<file path="config.mk">
export PLATFORM = sky130hd
export DESIGN_NAME = unified_mem_arbiter_flat
export DESIGN_NICKNAME = d
export VERILOG_FILES = /design/src/rtl/mem_arb_pkg.sv /design/src/rtl/unified_mem_arbiter_if.sv /design/src/rtl/arb_starve_ctr.sv /design/src/rtl/unified_mem_arbiter.sv /design/src/flat_wrapper.sv
export SDC_FILE = /design/constraint.sdc
export NUM_CORES = 1
export LEC_CHECK = 0
export BUFFER_PORTS_ARGS = -buffer_cell sky130_fd_sc_hd__buf_2
export CAP_MARGIN = 40
export CORE_AREA = 4 4 105 107
export CTS_BUF_LIST = sky130_fd_sc_hd__clkbuf_16
export CTS_CLUSTER_DIAMETER = 60
export CTS_CLUSTER_SIZE = 28
export DETAILED_ROUTE_END_ITERATION = 12
export DIE_AREA = 0 0 109 111
export HOLD_SLACK_MARGIN = 0.03
export PLACE_DENSITY = 0.57
export REMOVE_ABC_BUFFERS = 1
export SLEW_MARGIN = 40
export SYNTH_ARGS = -nofsm -noshare
export SYNTH_HDL_FRONTEND = slang
export SYNTH_SLANG_ARGS = --single-unit
</file>
<file path="constraint.sdc">
create_clock -name clk -period 1.9 [get_ports clk]
set_input_delay 0.285 -clock clk [delete_from_list [all_inputs] [get_ports clk]]
set_output_delay 0.285 -clock clk [all_outputs]
set_load 0.02 [all_outputs]
</file>
<file path="src/rtl/mem_arb_pkg.sv">
// Shared types and constants for the unified instruction/data memory arbiter.
package mem_arb_pkg;

   typedef enum logic [1:0] {IDLE, BUSY_IF, BUSY_D} arb_state_t;
   typedef enum logic {OWN_IF, OWN_D} owner_t;

   localparam int unsigned STARVE_CNT_W = 4;
   // Instruction fetch always reads a full 32-bit word.
   localparam logic [2:0] FUNCT3_WORD = 3'b010;

endpackage

</file>
<file path="src/rtl/unified_mem_arbiter_if.sv">
// Fetch, load/store and memory-side signals of the unified memory arbiter.
// master is the arbiter's view; slave is the core/memory environment's view.
interface unified_mem_arbiter_if #(
   parameter int unsigned ADDR_WIDTH = 32,
   parameter int unsigned DATA_WIDTH = 32
);
   logic                  if_req;
   logic [ADDR_WIDTH-1:0] if_addr;
   logic                  if_gnt;
   logic                  if_rvalid;
   logic [DATA_WIDTH-1:0] if_rdata;

   logic                  d_req;
   logic                  d_we;
   logic [2:0]            d_funct3;
   logic [ADDR_WIDTH-1:0] d_addr;
   logic [DATA_WIDTH-1:0] d_wdata;
   logic                  d_gnt;
   logic                  d_rvalid;
   logic [DATA_WIDTH-1:0] d_rdata;

   logic                  mem_req;
   logic                  mem_we;
   logic [2:0]            mem_funct3;
   logic [ADDR_WIDTH-1:0] mem_addr;
   logic [DATA_WIDTH-1:0] mem_wdata;
   logic                  mem_rvalid;
   logic [DATA_WIDTH-1:0] mem_rdata;

   logic                  protocol_err;

   modport master (
      input  if_req, if_addr, d_req, d_we, d_funct3, d_addr, d_wdata, mem_rvalid, mem_rdata,
      output if_gnt, if_rvalid, if_rdata, d_gnt, d_rvalid, d_rdata,
      output mem_req, mem_we, mem_funct3, mem_addr, mem_wdata, protocol_err
   );

   modport slave (
      output if_req, if_addr, d_req, d_we, d_funct3, d_addr, d_wdata, mem_rvalid, mem_rdata,
      input  if_gnt, if_rvalid, if_rdata, d_gnt, d_rvalid, d_rdata,
      input  mem_req, mem_we, mem_funct3, mem_addr, mem_wdata, protocol_err
   );

endinterface

</file>
<file path="src/rtl/arb_starve_ctr.sv">
// Saturating count of acceptance slots in which a pending fetch lost to data.
module arb_starve_ctr
   import mem_arb_pkg::*;
(
   input  logic                    clk_i,
   input  logic                    rst_ni,
   input  logic                    inc_i,
   input  logic                    clr_i,
   input  logic [STARVE_CNT_W-1:0] limit_i,
   output logic                    at_limit_o
);

   logic [STARVE_CNT_W-1:0] cnt_q, cnt_d;

   always_comb begin
      cnt_d = cnt_q;
      if (clr_i) begin
         cnt_d = '0;
      end else if (inc_i && (cnt_q < limit_i)) begin
         cnt_d = cnt_q + STARVE_CNT_W'(1);
      end
      at_limit_o = (cnt_q == limit_i);
   end

   always_ff @(posedge clk_i or negedge rst_ni) begin
      if (!rst_ni) begin
         cnt_q <= '0;
      end else begin
         cnt_q <= cnt_d;
      end
   end

endmodule

</file>
<file path="src/rtl/unified_mem_arbiter.sv">
// Shares one single-port memory between fetch and load/store, one transaction
// outstanding at a time, with a starvation guard that keeps fetch moving.
module unified_mem_arbiter
   import mem_arb_pkg::*;
#(
   parameter int unsigned ADDR_WIDTH   = 32,
   parameter int unsigned DATA_WIDTH   = 32,
   parameter int unsigned STARVE_LIMIT = 4
) (
   input  logic                    clk,
   input  logic                    rst,
   unified_mem_arbiter_if.master   bus
);

   arb_state_t state_q, state_d;
   logic       err_q, err_d;
   logic       slot, if_win, d_win, at_limit, starve_inc, starve_clr;
   owner_t     owner;

   arb_starve_ctr u_starve (
      .clk_i      (clk),
      .rst_ni     (rst),
      .inc_i      (starve_inc),
      .clr_i      (starve_clr),
      .limit_i    (STARVE_CNT_W'(STARVE_LIMIT)),
      .at_limit_o (at_limit)
   );

   // A response retiring this cycle frees the port, allowing back-to-back issue.
   always_comb begin
      slot       = (state_q == IDLE) || bus.mem_rvalid;
      if_win     = slot && bus.if_req && (at_limit || !bus.d_req);
      d_win      = slot && bus.d_req && !if_win;
      owner      = if_win ? OWN_IF : OWN_D;
      starve_inc = bus.if_req && d_win;
      starve_clr = if_win || !bus.if_req;

      state_d = state_q;
      if (if_win) begin
         state_d = BUSY_IF;
      end else if (d_win) begin
         state_d = BUSY_D;
      end else if (slot) begin
         state_d = IDLE;
      end

      err_d = err_q || ((state_q == IDLE) && bus.mem_rvalid);
   end

   always_comb begin
      bus.if_gnt       = 1'b0;
      bus.d_gnt        = 1'b0;
      bus.mem_req      = 1'b0;
      bus.mem_we       = 1'b0;
      bus.mem_funct3   = '0;
      bus.mem_addr     = '0;
      bus.mem_wdata    = '0;
      bus.if_rvalid    = 1'b0;
      bus.if_rdata     = '0;
      bus.d_rvalid     = 1'b0;
      bus.d_rdata      = '0;
      bus.protocol_err = 1'b0;

      // Everything is held low while reset is asserted, grants included.
      if (rst) begin
         bus.protocol_err = err_q;
         if (if_win || d_win) begin
            bus.mem_req = 1'b1;
            unique case (owner)
               OWN_IF: begin
                  bus.if_gnt     = 1'b1;
                  bus.mem_funct3 = FUNCT3_WORD;
                  bus.mem_addr   = bus.if_addr;
               end
               OWN_D: begin
                  bus.d_gnt      = 1'b1;
                  bus.mem_we     = bus.d_we;
                  bus.mem_funct3 = bus.d_funct3;
                  bus.mem_addr   = bus.d_addr;
                  bus.mem_wdata  = bus.d_wdata;
               end
               default: ;
            endcase
         end
         if (bus.mem_rvalid) begin
            unique case (state_q)
               BUSY_IF: begin
                  bus.if_rvalid = 1'b1;
                  bus.if_rdata  = bus.mem_rdata;
               end
               BUSY_D: begin
                  bus.d_rvalid = 1'b1;
                  bus.d_rdata  = bus.mem_rdata;
               end
               default: ;
            endcase
         end
      end
   end

   always_ff @(posedge clk or negedge rst) begin
      if (!rst) begin
         state_q <= IDLE;
         err_q   <= 1'b0;
      end else begin
         state_q <= state_d;
         err_q   <= err_d;
      end
   end

endmodule

</file>
<file path="src/flat_wrapper.sv">
// flat-port wrapper written by rule: the top's interface ports become plain ports
module unified_mem_arbiter_flat import mem_arb_pkg::*;
#(
   parameter int unsigned ADDR_WIDTH   = 32,
   parameter int unsigned DATA_WIDTH   = 32,
   parameter int unsigned STARVE_LIMIT = 4
)
  (clk, rst, bus_if_req, bus_if_addr, bus_d_req, bus_d_we, bus_d_funct3, bus_d_addr, bus_d_wdata, bus_mem_rvalid, bus_mem_rdata, bus_if_gnt, bus_if_rvalid, bus_if_rdata, bus_d_gnt, bus_d_rvalid, bus_d_rdata, bus_mem_req, bus_mem_we, bus_mem_funct3, bus_mem_addr, bus_mem_wdata, bus_protocol_err);
  unified_mem_arbiter_if #(.ADDR_WIDTH(ADDR_WIDTH), .DATA_WIDTH(DATA_WIDTH)) bus_i ();
  input  logic clk;
  input  logic rst;
  input wire logic [$bits(bus_i.if_req)-1:0] bus_if_req;
  input wire logic [$bits(bus_i.if_addr)-1:0] bus_if_addr;
  input wire logic [$bits(bus_i.d_req)-1:0] bus_d_req;
  input wire logic [$bits(bus_i.d_we)-1:0] bus_d_we;
  input wire logic [$bits(bus_i.d_funct3)-1:0] bus_d_funct3;
  input wire logic [$bits(bus_i.d_addr)-1:0] bus_d_addr;
  input wire logic [$bits(bus_i.d_wdata)-1:0] bus_d_wdata;
  input wire logic [$bits(bus_i.mem_rvalid)-1:0] bus_mem_rvalid;
  input wire logic [$bits(bus_i.mem_rdata)-1:0] bus_mem_rdata;
  output wire logic [$bits(bus_i.if_gnt)-1:0] bus_if_gnt;
  output wire logic [$bits(bus_i.if_rvalid)-1:0] bus_if_rvalid;
  output wire logic [$bits(bus_i.if_rdata)-1:0] bus_if_rdata;
  output wire logic [$bits(bus_i.d_gnt)-1:0] bus_d_gnt;
  output wire logic [$bits(bus_i.d_rvalid)-1:0] bus_d_rvalid;
  output wire logic [$bits(bus_i.d_rdata)-1:0] bus_d_rdata;
  output wire logic [$bits(bus_i.mem_req)-1:0] bus_mem_req;
  output wire logic [$bits(bus_i.mem_we)-1:0] bus_mem_we;
  output wire logic [$bits(bus_i.mem_funct3)-1:0] bus_mem_funct3;
  output wire logic [$bits(bus_i.mem_addr)-1:0] bus_mem_addr;
  output wire logic [$bits(bus_i.mem_wdata)-1:0] bus_mem_wdata;
  output wire logic [$bits(bus_i.protocol_err)-1:0] bus_protocol_err;
  assign bus_i.if_req = bus_if_req;
  assign bus_i.if_addr = bus_if_addr;
  assign bus_i.d_req = bus_d_req;
  assign bus_i.d_we = bus_d_we;
  assign bus_i.d_funct3 = bus_d_funct3;
  assign bus_i.d_addr = bus_d_addr;
  assign bus_i.d_wdata = bus_d_wdata;
  assign bus_i.mem_rvalid = bus_mem_rvalid;
  assign bus_i.mem_rdata = bus_mem_rdata;
  assign bus_if_gnt = bus_i.if_gnt;
  assign bus_if_rvalid = bus_i.if_rvalid;
  assign bus_if_rdata = bus_i.if_rdata;
  assign bus_d_gnt = bus_i.d_gnt;
  assign bus_d_rvalid = bus_i.d_rvalid;
  assign bus_d_rdata = bus_i.d_rdata;
  assign bus_mem_req = bus_i.mem_req;
  assign bus_mem_we = bus_i.mem_we;
  assign bus_mem_funct3 = bus_i.mem_funct3;
  assign bus_mem_addr = bus_i.mem_addr;
  assign bus_mem_wdata = bus_i.mem_wdata;
  assign bus_protocol_err = bus_i.protocol_err;
  unified_mem_arbiter #(.ADDR_WIDTH(ADDR_WIDTH), .DATA_WIDTH(DATA_WIDTH), .STARVE_LIMIT(STARVE_LIMIT)) u_core (.clk(clk), .rst(rst), .bus(bus_i));
endmodule
</file>
After elaboration in Yosys (flattened, before gate mapping)
Cells that the tools add are included.

$add $sub $neg: 1. $lt $le $gt $ge: 1. Equal/unequal tests: 3. Multiplexer cells: 38. Reductions and logical operators: 18.

Operators with widths (number): $mux W32 (11); $pmux W32 S2 (1); $mux W1 (18); $mux W4 (2); $logic_and A1 B1 Y1 (7); $mux W2 (3); $mux W3 (2); $pmux W3 S2 (1); $logic_or A1 B1 Y1 (5); $add A4 B1 Y4 const B (1); $eq A4 B3 Y1 const B (1); $lt A4 B3 Y1 const B (1); $logic_not A1 Y1 (3); $reduce_bool A3 Y1 (1); $eq A2 B1 Y1 const B (1); $eq A2 B2 Y1 const B (1); $logic_not A2 Y1 (1); $reduce_bool A2 Y1 (1).

Bits in registers: 7. Bits of input ports: 137. Word-level logic and storage cells: 64.

Logic depth before layout (Yosys ltp)
Gate-level depths: netlist of the first run.

Depth after elaboration: 10. Gate-level depth with buffers: 7. Depth with buffers taken out: 5.

Cells and area by module
A second synthesis of the first run with hierarchy kept.

Cells, all modules: 250. Area, all modules: 1679.1 um^2.

By module, submodules not included: unified_mem_arbiter (instances 1, cells an instance 216, area each 1362.6 um^2, seq. area each 75.1 um^2); arb_starve_ctr (instances 1, cells an instance 34, area each 316.6 um^2, seq. area each 100.1 um^2).

Worst setup path before layout of the first run
No wires, ideal clock.

Kind: register to output. From: reg u_core.u_starve.cnt_q[0]. To: out bus_mem_wdata[15]. Data arrival time: 1524 ps. Setup slack: 91 ps. Stages on the path, launching flop included: 8. Buffers on the path: 2. Path through: dfrtp_1 > inv_1 > ha_1 > and3b_4 > a21oi_4 > buf_4 > buf_2 > and3_1.

Cells in the longest elaborated chain, start to end: 8. Elaborated cells between the ends (all ways): 9.

Ends and longest elaborated chain: start: declaration (line arb_starve_ctr.sv:13) `logic [STARVE_CNT_W-1:0] cnt_q, cnt_d;`; start signal: assignment (line arb_starve_ctr.sv:29) `cnt_q <= cnt_d;`; $eq A4 B3 Y1 * (line arb_starve_ctr.sv:22) `at_limit_o = (cnt_q == limit_i);`; $logic_or A1 B1 Y1 * (line unified_mem_arbiter.sv:32) `if_win = slot && bus.if_req && (at_limit || !bus.d_req);`; $logic_and A1 B1 Y1 * (line unified_mem_arbiter.sv:32); $logic_not A1 Y1 (line unified_mem_arbiter.sv:33) `d_win = slot && bus.d_req && !if_win;`; $logic_and A1 B1 Y1 (line unified_mem_arbiter.sv:33); $logic_or A1 B1 Y1 (line unified_mem_arbiter.sv:67) `if (if_win || d_win) begin`; $mux W32 * (line unified_mem_arbiter.sv:67); $mux W32 * (line unified_mem_arbiter.sv:65) `if (rst) begin`; end: declaration (line flat_wrapper.sv:31) `output wire logic [$bits(bus_i.mem_wdata)-1:0] bus_mem_wdata;`.

Mark *: on every way between the ends. The rest lies on a longest branch, timed or not.

Worst setup path in the final report of the first run
From: reg u_core.u_starve.cnt_q[0]. To: out bus_mem_addr[2].

Cells in the longest elaborated chain, start to end: 8. Elaborated cells between the ends (all ways): 10.

Ends and longest elaborated chain: $eq A4 B3 Y1 * (line arb_starve_ctr.sv:22); $logic_or A1 B1 Y1 * (line unified_mem_arbiter.sv:32); $logic_and A1 B1 Y1 * (line unified_mem_arbiter.sv:32); branches (longest 3 deep; another with $pmux W32 S2); $mux W32 * (line unified_mem_arbiter.sv:67); $mux W32 * (line unified_mem_arbiter.sv:65); end: declaration (line flat_wrapper.sv:30) `output wire logic [$bits(bus_i.mem_addr)-1:0] bus_mem_addr;`.

Every way passes the cells marked *.

==> run_results.csv, run 1 <==
group,metric,value,unit
outcome,status,"finished, violations left",
outcome,violations,"negative setup slack",
power_and_ir_drop,ir_drop,0.212,mV
critical_path,cp_common_cell,"buf_12",
critical_path,worstPathArrival,1890,ps
power_and_ir_drop,comb_power_share,65.5,%
power_and_ir_drop,p_int,949,uW
placement,place_ws,-27.0,ps
cts,cts.sinks,7,
final_layout,insertedDiodeCount,0,
logic_synthesis,ys_types,29,
power_and_ir_drop,p_switching,572,uW
global_route,grt_max_degree,54,
critical_path,required,1620,ps
cts,clkLatencyLatePin,230,ps
detailed_routing,first_pass_iters,4,
power_and_ir_drop,p_leak,2.62,nW
global_route,overflow,0,
floorplanning,start_util,20.6,%
cts,cts_tree,"yes",
floorplanning,dieArea,12100,sq um
critical_path,reg2reg_to,"u_core.state_q[1]$_DFFE_PN0P_",
critical_path,path_cells,"inv_2, ha_2, and3b_4, o21ai_4, buf_12, buf_12, a2bb2o_1, buf_2",
detailed_routing,drcViolationCount,0,
sta,final_hold_viol_count,0,
placement,numPortBuffers,274,
cts,htree_levels,1,
detailed_routing,ant_nets,0,
critical_path,crit_path_end_kind,"output pin",
detailed_routing,drt_iter0_drc,127,
critical_path,cp_slowest_cell,"dfrtp_1",
critical_path,start_kind,"flip-flop",
cts,cts_hold_buffers,0,
final_layout,multi_input_area,1940,sq um
detailed_routing,wire_per_inst,16.9,um
final_layout,fill_cells,1007,
power_and_ir_drop,seqPwrFrac,10.6,%
power_and_ir_drop,swShare,37.6,%
critical_path,slowest_delay,350,ps
floorplanning,die_y,111,um
job,maxCapViolCount,0,
power_and_ir_drop,cellPowerDensity,330,nW/um^2
critical_path,rr_worst_depth,6,
sta,setup_slack,-272,ps
logic_synthesis,syn_inst,277,
floorplanning,core_area,10100,sq um
sta,fmax,0.460,GHz
critical_path,crit_end,"bus_mem_addr[2]",
critical_path,r2r_start,"u_core.u_starve.cnt_q[0]$_DFFE_PN0P_",
logic_synthesis,yosys_warnings,0,
logic_synthesis,avgSynthCellArea,7.53,sq um
detailed_routing,via_per_inst,4.66,
final_layout,ff_latch_area,175,sq um
cts,numCtsBuffers,3,
sta,worstMarginPinSlew,346,ps
logic_synthesis,yosysSeqAreaShare,8.39,%
logic_synthesis,synth_area,2090,sq um
final_layout,mostFrequentLayoutCell,"buf_2",
sta,fin_worst_skew,1.47,ps
global_route,antenna_found_initial,0,
global_route,grt_pass1_wl,16400,um
placement,gp_congestion,0.777,
detailed_routing,vias,3225,
critical_path,cp_max_fo,16,
final_layout,nets,696,
logic_synthesis,yosys_register_bits,7,
sta,maxSlewViolCount,0,
final_layout,synthToLayoutAreaGrowth,121,%
power_and_ir_drop,p_clk_share,23.9,%
detailed_routing,wl,11700,um
sta,setup_violations,70,
final_layout,layout_common_cells,"buf_2 (227), and2_1 (66), buf_6 (48)",
min_path,hp-class,"in -> async",
global_route,grt_pass1_vias,3232,
sta,tns,-15410,ps
critical_path,crit_type,"reg -> out",
sta,grt_setup_unrepaired,"true",
placement,dpl.hpwl,8760,um
sta,relSlewSlack,76.9,%
floorplanning,rows,37,
critical_path,critPathLaunch,"u_core.u_starve.cnt_q[0]$_DFFE_PN0P_",
critical_path,ff2ff_setup_slack,440,ps
floorplanning,io_pins,275,
cts,max-clock-path-buffers,2,
floorplanning,die_w,109,um
cts,root_buffer,"clkbuf_16",
final_layout,drive_gt1_share,67.1,%
cts,path_clk_slew,40,ps
sta,post-route-min-period,2170,ps
sta,period_share,114,%
global_route,track_usage,16.9,%
## critical path: cells and delay by family, from the launching register on
family                     cells  cell delay [ps]
adders and majority gates      1              160
and+or+nand+nor                1              210
buffers and inverters          4              480
AOI/OAI and AO/OA              2              460
DFF                            1              350
## cells by family (layout without fill, tap and decap cells)
group	count (synthesis)	count (layout)	synth area share, %
AOI/OAI and AO/OA	48	48	29.7
and+or+nand+nor	181	181	52.4
adders and majority gates	2	2	1.20
buffers and inverters	39	318	8.33
DFF	7	7	8.39
## state kept, by name (all words and copies together) (netlist names)
register,count
u_core.u_starve.cnt_q,4
u_core.state_q,2
u_core.err_q,1
## per-stage QoR
stage	area (sq um)	std cells	power, mW	hold WS [ps]	util [%]
global placement	3690	668	0.954	335	36.4
finish	4610	692	1.52	82.9	45.5
floorplan	1930	243	0.582	-10.6	-
global route	4610	692	1.61	106	45.5
detailed placement	3690	668	0.968	331	36.4
CTS	4160	682	1.44	81.8	41.1
## metal layers
layer,vias to the layer above,share of wire (%),global-route usage (%)
met4,0,1.3,3.62
met2,179,57,35.4
met3,11,10,3.84
met5,-,0,0
met1,1483,32,15.8
li1,1552,-,-
## final cells by class
type / instances / share of cell area [%]
timing repair buffer: 309 / 48.2
multi-input combinational: 231 / 42.2
sequential: 7 / 3.80
tap: 136 / 3.69
clock buffer: 3 / 1.63
inverter: 5 / 0.407
clock inverter: 1 / 0.0815
## cells in the mapped netlist
master    count  area [sq um]
and2_1       67           419
and3_1       67           419
nand3_1      34           170
clkbuf_1     18          67.6
a2bb2o_4     17           340
a2bb2o_1     15           150
buf_2        13          65.1
dfrtp_1       7           175
inv_1         5          18.8
nand2_1       5          18.8
a21oi_1       3          15.0
buf_4         3          22.5
o21ai_0       3          15.0
a211oi_1      2          15.0
ha_1          2          25.0
nor2_1        2          7.51
nor3b_2       2          25.0
a21o_1        1          7.51
a21oi_4       1          16.3
a22o_1        1          8.76
a31oi_1       1          6.26
and3b_4       1          12.5
nor3_1        1          5.00
nor3b_1       1          7.51
o21a_1        1          7.51
o21ai_4       1          16.3
o21ba_2       1          10.0
o21bai_2      1          11.3
or3b_2        1          8.76
## power groups by stage
stage	Combinational (mW)	Sequential [mW]	Clock [mW]
floorplan	0.417	0.165	0
global placement	0.791	0.163	0
detailed placement	0.805	0.164	0
CTS	0.904	0.162	0.374
global route	1.07	0.162	0.385
finish	0.995	0.162	0.363
## what timing repair did
| item | CTS | global route |
|---|---|---|
| pin swaps | 7 | 21 |
| buffers inserted | 5 | 6 |
| gates cloned | 5 | 4 |
| gates resized for setup | 73 | 71 |
| endpoints found under the setup margin | 70 | 98 |
## worst min path at each step
stage,from,endpoint,slack (ps)
after CTS,rst,u_core.u_starve.cnt_q[1]$_DFFE_PN0P_,80
after detailed placement,rst,u_core.u_starve.cnt_q[1]$_DFFE_PN0P_,330
final,rst,u_core.u_starve.cnt_q[1]$_DFFE_PN0P_,80
after global placement,rst,u_core.u_starve.cnt_q[0]$_DFFE_PN0P_,340
after floorplan,rst,u_core.err_q$_DFF_PN0_,-10
after global routing,rst,u_core.err_q$_DFF_PN0_,110
No activity file was read; power rests on OpenSTA's default activity.
==> inputs of run 2 (changes only) <==
Settings changed: CORE_AREA 4 4 105 107 to 4 4 103 105, DIE_AREA 0 0 109 111 to 0 0 107 109, PLACE_DENSITY 0.57 to 0.59.
Clock period 1.9 ns to 2.6 ns, I/O delays scaled along.
==> run 2 against run 1 <==
Effect of this change: the flow now finishes without violations; clock power shrank 29%; core utilization fell by 7.3 points; sequential power fell by 25%; global-route usage is 1.5 points lower; largest power group unchanged; highest routed layer is now met5.
==> run_results.csv, run 2 (synthesized netlist as in run 1, its figures left out) <==
group,metric,value,unit
sta,worstMarginPinSlew,480,ps
floorplanning,dieArea,11700,sq um
final_layout,drive_gt1_share,58.9,%
detailed_routing,wl,10100,um
final_layout,regMostFlops,"u_core.u_starve.cnt_q",
outcome,status,"finished, final reports clean",
critical_path,crit_path_end_kind,"output pin",
sta,final_hold_viol_count,0,
cts,clkLatencyLatePin,230,ps
final_layout,nets,673,
global_route,grt_max_degree,48,
placement,numPortBuffers,274,
floorplanning,die_y,109,um
detailed_routing,drcViolationCount,0,
cts,root_buffer,"clkbuf_16",
sta,post-route-min-period,2330,ps
detailed_routing,ant_nets,0,
floorplanning,start_util,21.7,%
power_and_ir_drop,total_power,934,uW
critical_path,worstPathArrival,1940,ps
final_layout,synthToLayoutAreaGrowth,76.0,%
cts,cts_tree,"yes",
sta,fmax,0.429,GHz
detailed_routing,vias,3062,
critical_path,cp_max_fo,35,
floorplanning,core_area,9640,sq um
final_layout,layout_common_cells,"buf_2 (274), and2_1 (67), and3_1 (67)",
cts,max-clock-path-buffers,2,
sta,setup_violations,0,
power_and_ir_drop,cellPowerDensity,254,nW/um^2
detailed_routing,wire_per_inst,15.1,um
placement,dpl.hpwl,8580,um
floorplanning,io_pins,275,
global_route,grt_pass1_vias,2821,
sta,fin_worst_skew,0.742,ps
cts,path_clk_slew,30,ps
global_route,track_usage,15.4,%
critical_path,crit_type,"reg -> out",
cts,htree_levels,1,
sta,relSlewSlack,67.9,%
power_and_ir_drop,p_leak,2.40,nW
sta,grt_setup_unrepaired,"false",
floorplanning,die_w,107,um
sta,tns,0,ps
min_path,hp-class,"in -> async",
global_route,overflow,0,
job,maxCapViolCount,0,
final_layout,largest_reg_flops,4,
cts,cts_hold_buffers,0,
placement,gp_congestion,0.824,
sta,period_share,89.7,%
cts,cts_setup_buffers,0,
critical_path,start_kind,"flip-flop",
global_route,antenna_found_initial,2,
global_route,grt_pass1_wl,14500,um
cts,numCtsBuffers,3,
final_layout,fin_util,38.1,%
power_and_ir_drop,ir_drop,0.171,mV
detailed_routing,via_per_inst,4.59,
detailed_routing,first_pass_iters,4,
critical_path,required,2210,ps
detailed_routing,drt_iter0_drc,209,
final_layout,reg_top3,"u_core.u_starve.cnt_q: 4 flops, u_core.state_q: 2 flops, u_core.err_q: 1 flops",
cts,cts_resized,0,
sta,maxSlewViolCount,0,
floorplanning,rows,36,
cts,cts.sinks,7,
final_layout,mostFrequentLayoutCell,"buf_2",
[run 2: cell types whose count changed in the layout (fill, tap and decap cells not counted), moves of 3 or more]
cell       before  now
buf_2         227  274
buf_6          48    0
and3_1         39   67
clkbuf_16       7    3
and3_4         28    0
buf_12          9    2
buf_16          5    0
buf_4          15   10
a2bb2o_1       12   15
[run 2: metal layers]
layer	track usage (%)	vias up	wire length [um]
met5	0	-	13
met4	5.66	2	230
met3	4.68	16	1070
met2	29.3	176	5280
met1	15.8	1362	3460
li1	-	1506	-
[run 2: report_power, final]
part	internal, mW	switching (mW)
Sequential	0.114	0.00778
Combinational	0.256	0.298
Clock	0.200	0.0573
[run 2: path summary, 6_finish.rpt]
kind	startpoint	end	slack, ps	depth (start not counted)
worst min register to register	u_core.err_q$_DFF_PN0_	u_core.err_q$_DFF_PN0_	450	1
min in group clk	bus_mem_rvalid	u_core.err_q$_DFF_PN0_	430	2
max in group asynchronous	rst	u_core.state_q[1]$_DFFE_PN0P_	2130	2
worst max-delay path	u_core.u_starve.cnt_q[0]$_DFFE_PN0P_	bus_mem_addr[21]	270	7
worst min-delay path	rst	u_core.u_starve.cnt_q[0]$_DFFE_PN0P_	330	2
worst max register to register	u_core.u_starve.cnt_q[0]$_DFFE_PN0P_	u_core.state_q[1]$_DFFE_PN0P_	1050	6
[run 2: cell type report]
class                           count  area (sq um)
Fill cell                        1042          5970
Timing Repair Buffer              286          1490
Clock inverter                      1          3.75
Antenna cell                        1          2.50
Tap cell                          133           166
Clock buffer                        3          75.1
Multi-Input combinational cell    231          1750
Inverter                            5          18.8
Sequential cell                     7           175
[run 2: worst max-delay path, cell delays in order (launching register included)]
cell      delay (ps)
dfrtp_1          360
inv_1             60
ha_1             190
and3b_4          210
o21ai_4          140
buf_12           240
a2bb2o_1         320
buf_2            160
[run 2: stage by stage]
| stage | instance area, sq um | worst slack [ps] | hold WS, ps | cells |
|---|---|---|---|---|
| final | 3670 | 269 | 328 | 667 |
| after global routing | 3670 | 156 | 372 | 667 |
| after CTS | 3670 | 256 | 338 | 666 |
| after detailed placement | 3590 | 511 | 437 | 662 |
| after global placement | 3590 | 544 | 433 | 662 |
| after floorplan | 1930 | -378 | 94.4 | 243 |
==> inputs of run 3 (changes only) <==
Settings changed: CORE_AREA 4 4 103 105 to 4 4 104 106, DIE_AREA 0 0 107 109 to 0 0 108 110, PLACE_DENSITY 0.59 to 0.53, SYNTH_HIERARCHICAL set to 1.
==> run 3 against run 2 <==
Effect of this change: register-to-register slack worse by 720 ps; non-clock buffer count is 3 lower; flip-flop and latch count stayed put; worst hold slack better by 130 ps; sequential power hardly changed; first-iteration DRC count is 26% lower; global-route usage is 1.7 points lower; design area is 10% lower; maximum frequency is 6.1% lower; clock power is 2% higher; total power is 6.5% lower; count of clock-buffer cells in the layout stayed put.
==> run_results.csv, run 3 <==
group,metric,value,unit
final_layout,largest_reg_flops,4,
power_and_ir_drop,cellPowerDensity,264,nW/um^2
placement,place_ws,269,ps
detailed_routing,vias,2793,
global_route,track_usage,13.7,%
sta,post-route-min-period,2480,ps
logic_synthesis,yosys_register_bits,7,
sta,period_share,95.5,%
placement,placed_area,3180,sq um
detailed_routing,wire_per_inst,14.3,um
logic_synthesis,synth.most_common_cell,"and2_1",
floorplanning,start_util,17.2,%
final_layout,instances_no_fill,650,
floorplanning,io_pins,275,
logic_synthesis,avgSynthCellArea,6.72,sq um
job,maxCapViolCount,0,
placement,gp_congestion,0.809,
floorplanning,core_area,9770,sq um
final_layout,regMostFlops,"u_core/u_starve/cnt_q",
critical_path,ff2ff_setup_slack,330,ps
cts,numCtsBuffers,3,
critical_path,worstPathArrival,2090,ps
global_route,grt_pass1_vias,2683,
sta,fin_worst_skew,2.40,ps
critical_path,crit_type,"reg -> out",
logic_synthesis,synth_edf_count,0,
logic_synthesis,yosysSeqAreaShare,10.4,%
logic_synthesis,yosysTopAreaCellShare,37.3,%
detailed_routing,first_pass_iters,4,
cts,path_clk_slew,40,ps
placement,numPortBuffers,274,
floorplanning,die_w,108,um
critical_path,crit_path_end_kind,"output pin",
floorplanning,die_y,110,um
logic_synthesis,synth_area_leader_cell,"and2_1",
cts,root_buffer,"clkbuf_16",
logic_synthesis,synth_area,1680,sq um
power_and_ir_drop,p_leak,2.04,nW
cts,cts_tree,"yes",
detailed_routing,wl,9310,um
final_layout,nets,658,
final_layout,layout_common_cells,"buf_2 (274), and2_1 (100), nor2_1 (41)",
detailed_routing,drt_iter0_drc,154,
logic_synthesis,synth_common_cells,"and2_1 (100), nor2_1 (41), a32oi_1 (32), clkbuf_1 (15), dfrtp_1 (7)",
cts,max-clock-path-buffers,2,
sta,setup_violations,0,
detailed_routing,ant_nets,0,
final_layout,finalInstanceArea,3300,sq um
sta,setup_slack,118,ps
detailed_routing,drcViolationCount,0,
final_layout,drive_gt1_share,56.9,%
critical_path,required,2210,ps
power_and_ir_drop,total_power,873,uW
global_route,antenna_found_initial,2,
logic_synthesis,synth-async-reset-ratio,100,%
logic_synthesis,syn_inst,250,
outcome,status,"finished, final reports clean",
logic_synthesis,yosys_most_used_dff,"dfrtp_1",
final_layout,reg_top3,"u_core/u_starve/cnt_q: 4 flops, u_core/state_q: 2 flops, u_core/err_q: 1 flops",
placement,dpl.hpwl,7840,um
critical_path,cp_max_fo,32,
detailed_routing,via_per_inst,4.30,
logic_synthesis,ys_types,32,
cts,cts.sinks,7,
final_layout,mostFrequentLayoutCell,"buf_2",
global_route,grt_pass1_wl,13200,um
min_path,hp-class,"reg -> reg",
logic_synthesis,synth_area_leaders,"and2_1 (37%), a32oi_1 (17%), dfrtp_1 (10%)",
global_route,grt_max_degree,37,
sta,fmax,0.403,GHz
cts,clkLatencyLatePin,230,ps
global_route,overflow,0,
final_layout,synthToLayoutAreaGrowth,96.8,%
cts,htree_levels,1,
sta,tns,0,ps
final_layout,fin_util,33.8,%
floorplanning,rows,36,
power_and_ir_drop,ir_drop,0.244,mV
placement,placedCellCount,643,
critical_path,start_kind,"flip-flop",
sta,whs,454,ps
floorplanning,dieArea,11900,sq um
sta,final_hold_viol_count,0,
final_layout,fill_cells,1074,
sta,maxSlewViolCount,0,
logic_synthesis,yosys_warnings,6,
## run 3: cell types whose count changed after synthesis, moves of 3 or more
cell	delta
buf_1	+3
and3_1	-66
buf_2	-11
and2_1	+33
a2bb2o_4	-17
nand2b_1	+4
nor2b_1	+3
nand3_1	-33
a32oi_1	+32
nor2_1	+39
a2bb2o_1	-15
clkbuf_1	-3
ha_1	+3
## run 3: critical path: stages (launching register included)
cell and delay (ps):
dfrtp_1 390, inv_1 70, ha_1 270, and4_2 240, nand2b_1 200, buf_8 200
a32oi_2 240, nor2_1 70, buf_2 170
## run 3: final timing paths
path                                                           start                                   end  cells past startpoint
worst min register to register                u_core/err_q$_DFF_PN0_                u_core/err_q$_DFF_PN0_                      1
worst max-delay path            u_core/u_starve/cnt_q[0]$_DFFE_PN0P_                      bus_mem_addr[28]                      8
worst min-delay path                          u_core/err_q$_DFF_PN0_                u_core/err_q$_DFF_PN0_                      1
worst max register to register  u_core/u_starve/cnt_q[0]$_DFFE_PN0P_  u_core/u_starve/cnt_q[3]$_DFFE_PN0P_                      8
max in group asynchronous                                        rst  u_core/u_starve/cnt_q[3]$_DFFE_PN0P_                      2
min in group asynchronous                                        rst         u_core/state_q[1]$_DFFE_PN0P_                      2
## run 3: cells by family (layout without fill, tap and decap cells)
logic type      count (synthesis)  in the layout  synth area share (%)
simple gates                  164            164                  55.3
compound gates                 41             41                  20.9
buf+inv                        28            291                  7.30
flops                           7              7                  10.4
fa+ha+maj                       5              5                  3.73
mux                             3              3                  1.94
other cells                     2              6                 0.447
## run 3: where the power goes
part           switching (mW)  internal [mW]
combinational           0.283          0.207
sequential            0.00649          0.115
clock                  0.0615          0.200
total                   0.351          0.522
## run 3: repair_timing
action,4_1_cts,5_1_grt
endpoints found under the setup margin,0,66
buffers inserted,0,0
endpoints found under the hold margin,7,0
hold buffers,1,0
gates resized for setup,0,7
## run 3: per-layer routing
metal / vias to the layer above / GRT usage, % / share of wire, %
li1: 1380 / - / -
met1: 1241 / 16.5 / 39
met2: 164 / 25.1 / 49
met3: 8 / 2.27 / 10
met4: 0 / 3.52 / 1.2
met5: - / 0 / 0
## run 3: final cells by class
type                       count  area (sq um)  area share [%]
timing repair buffer         283          1460            44.2
multi-input combinational    217          1400            42.5
sequential                     7           175            5.30
tap                          133           166            5.04
clock buffer                   3          75.1            2.27
inverter                       4          15.0           0.454
antenna                        2          5.00           0.151
clock inverter                 1          3.75           0.114
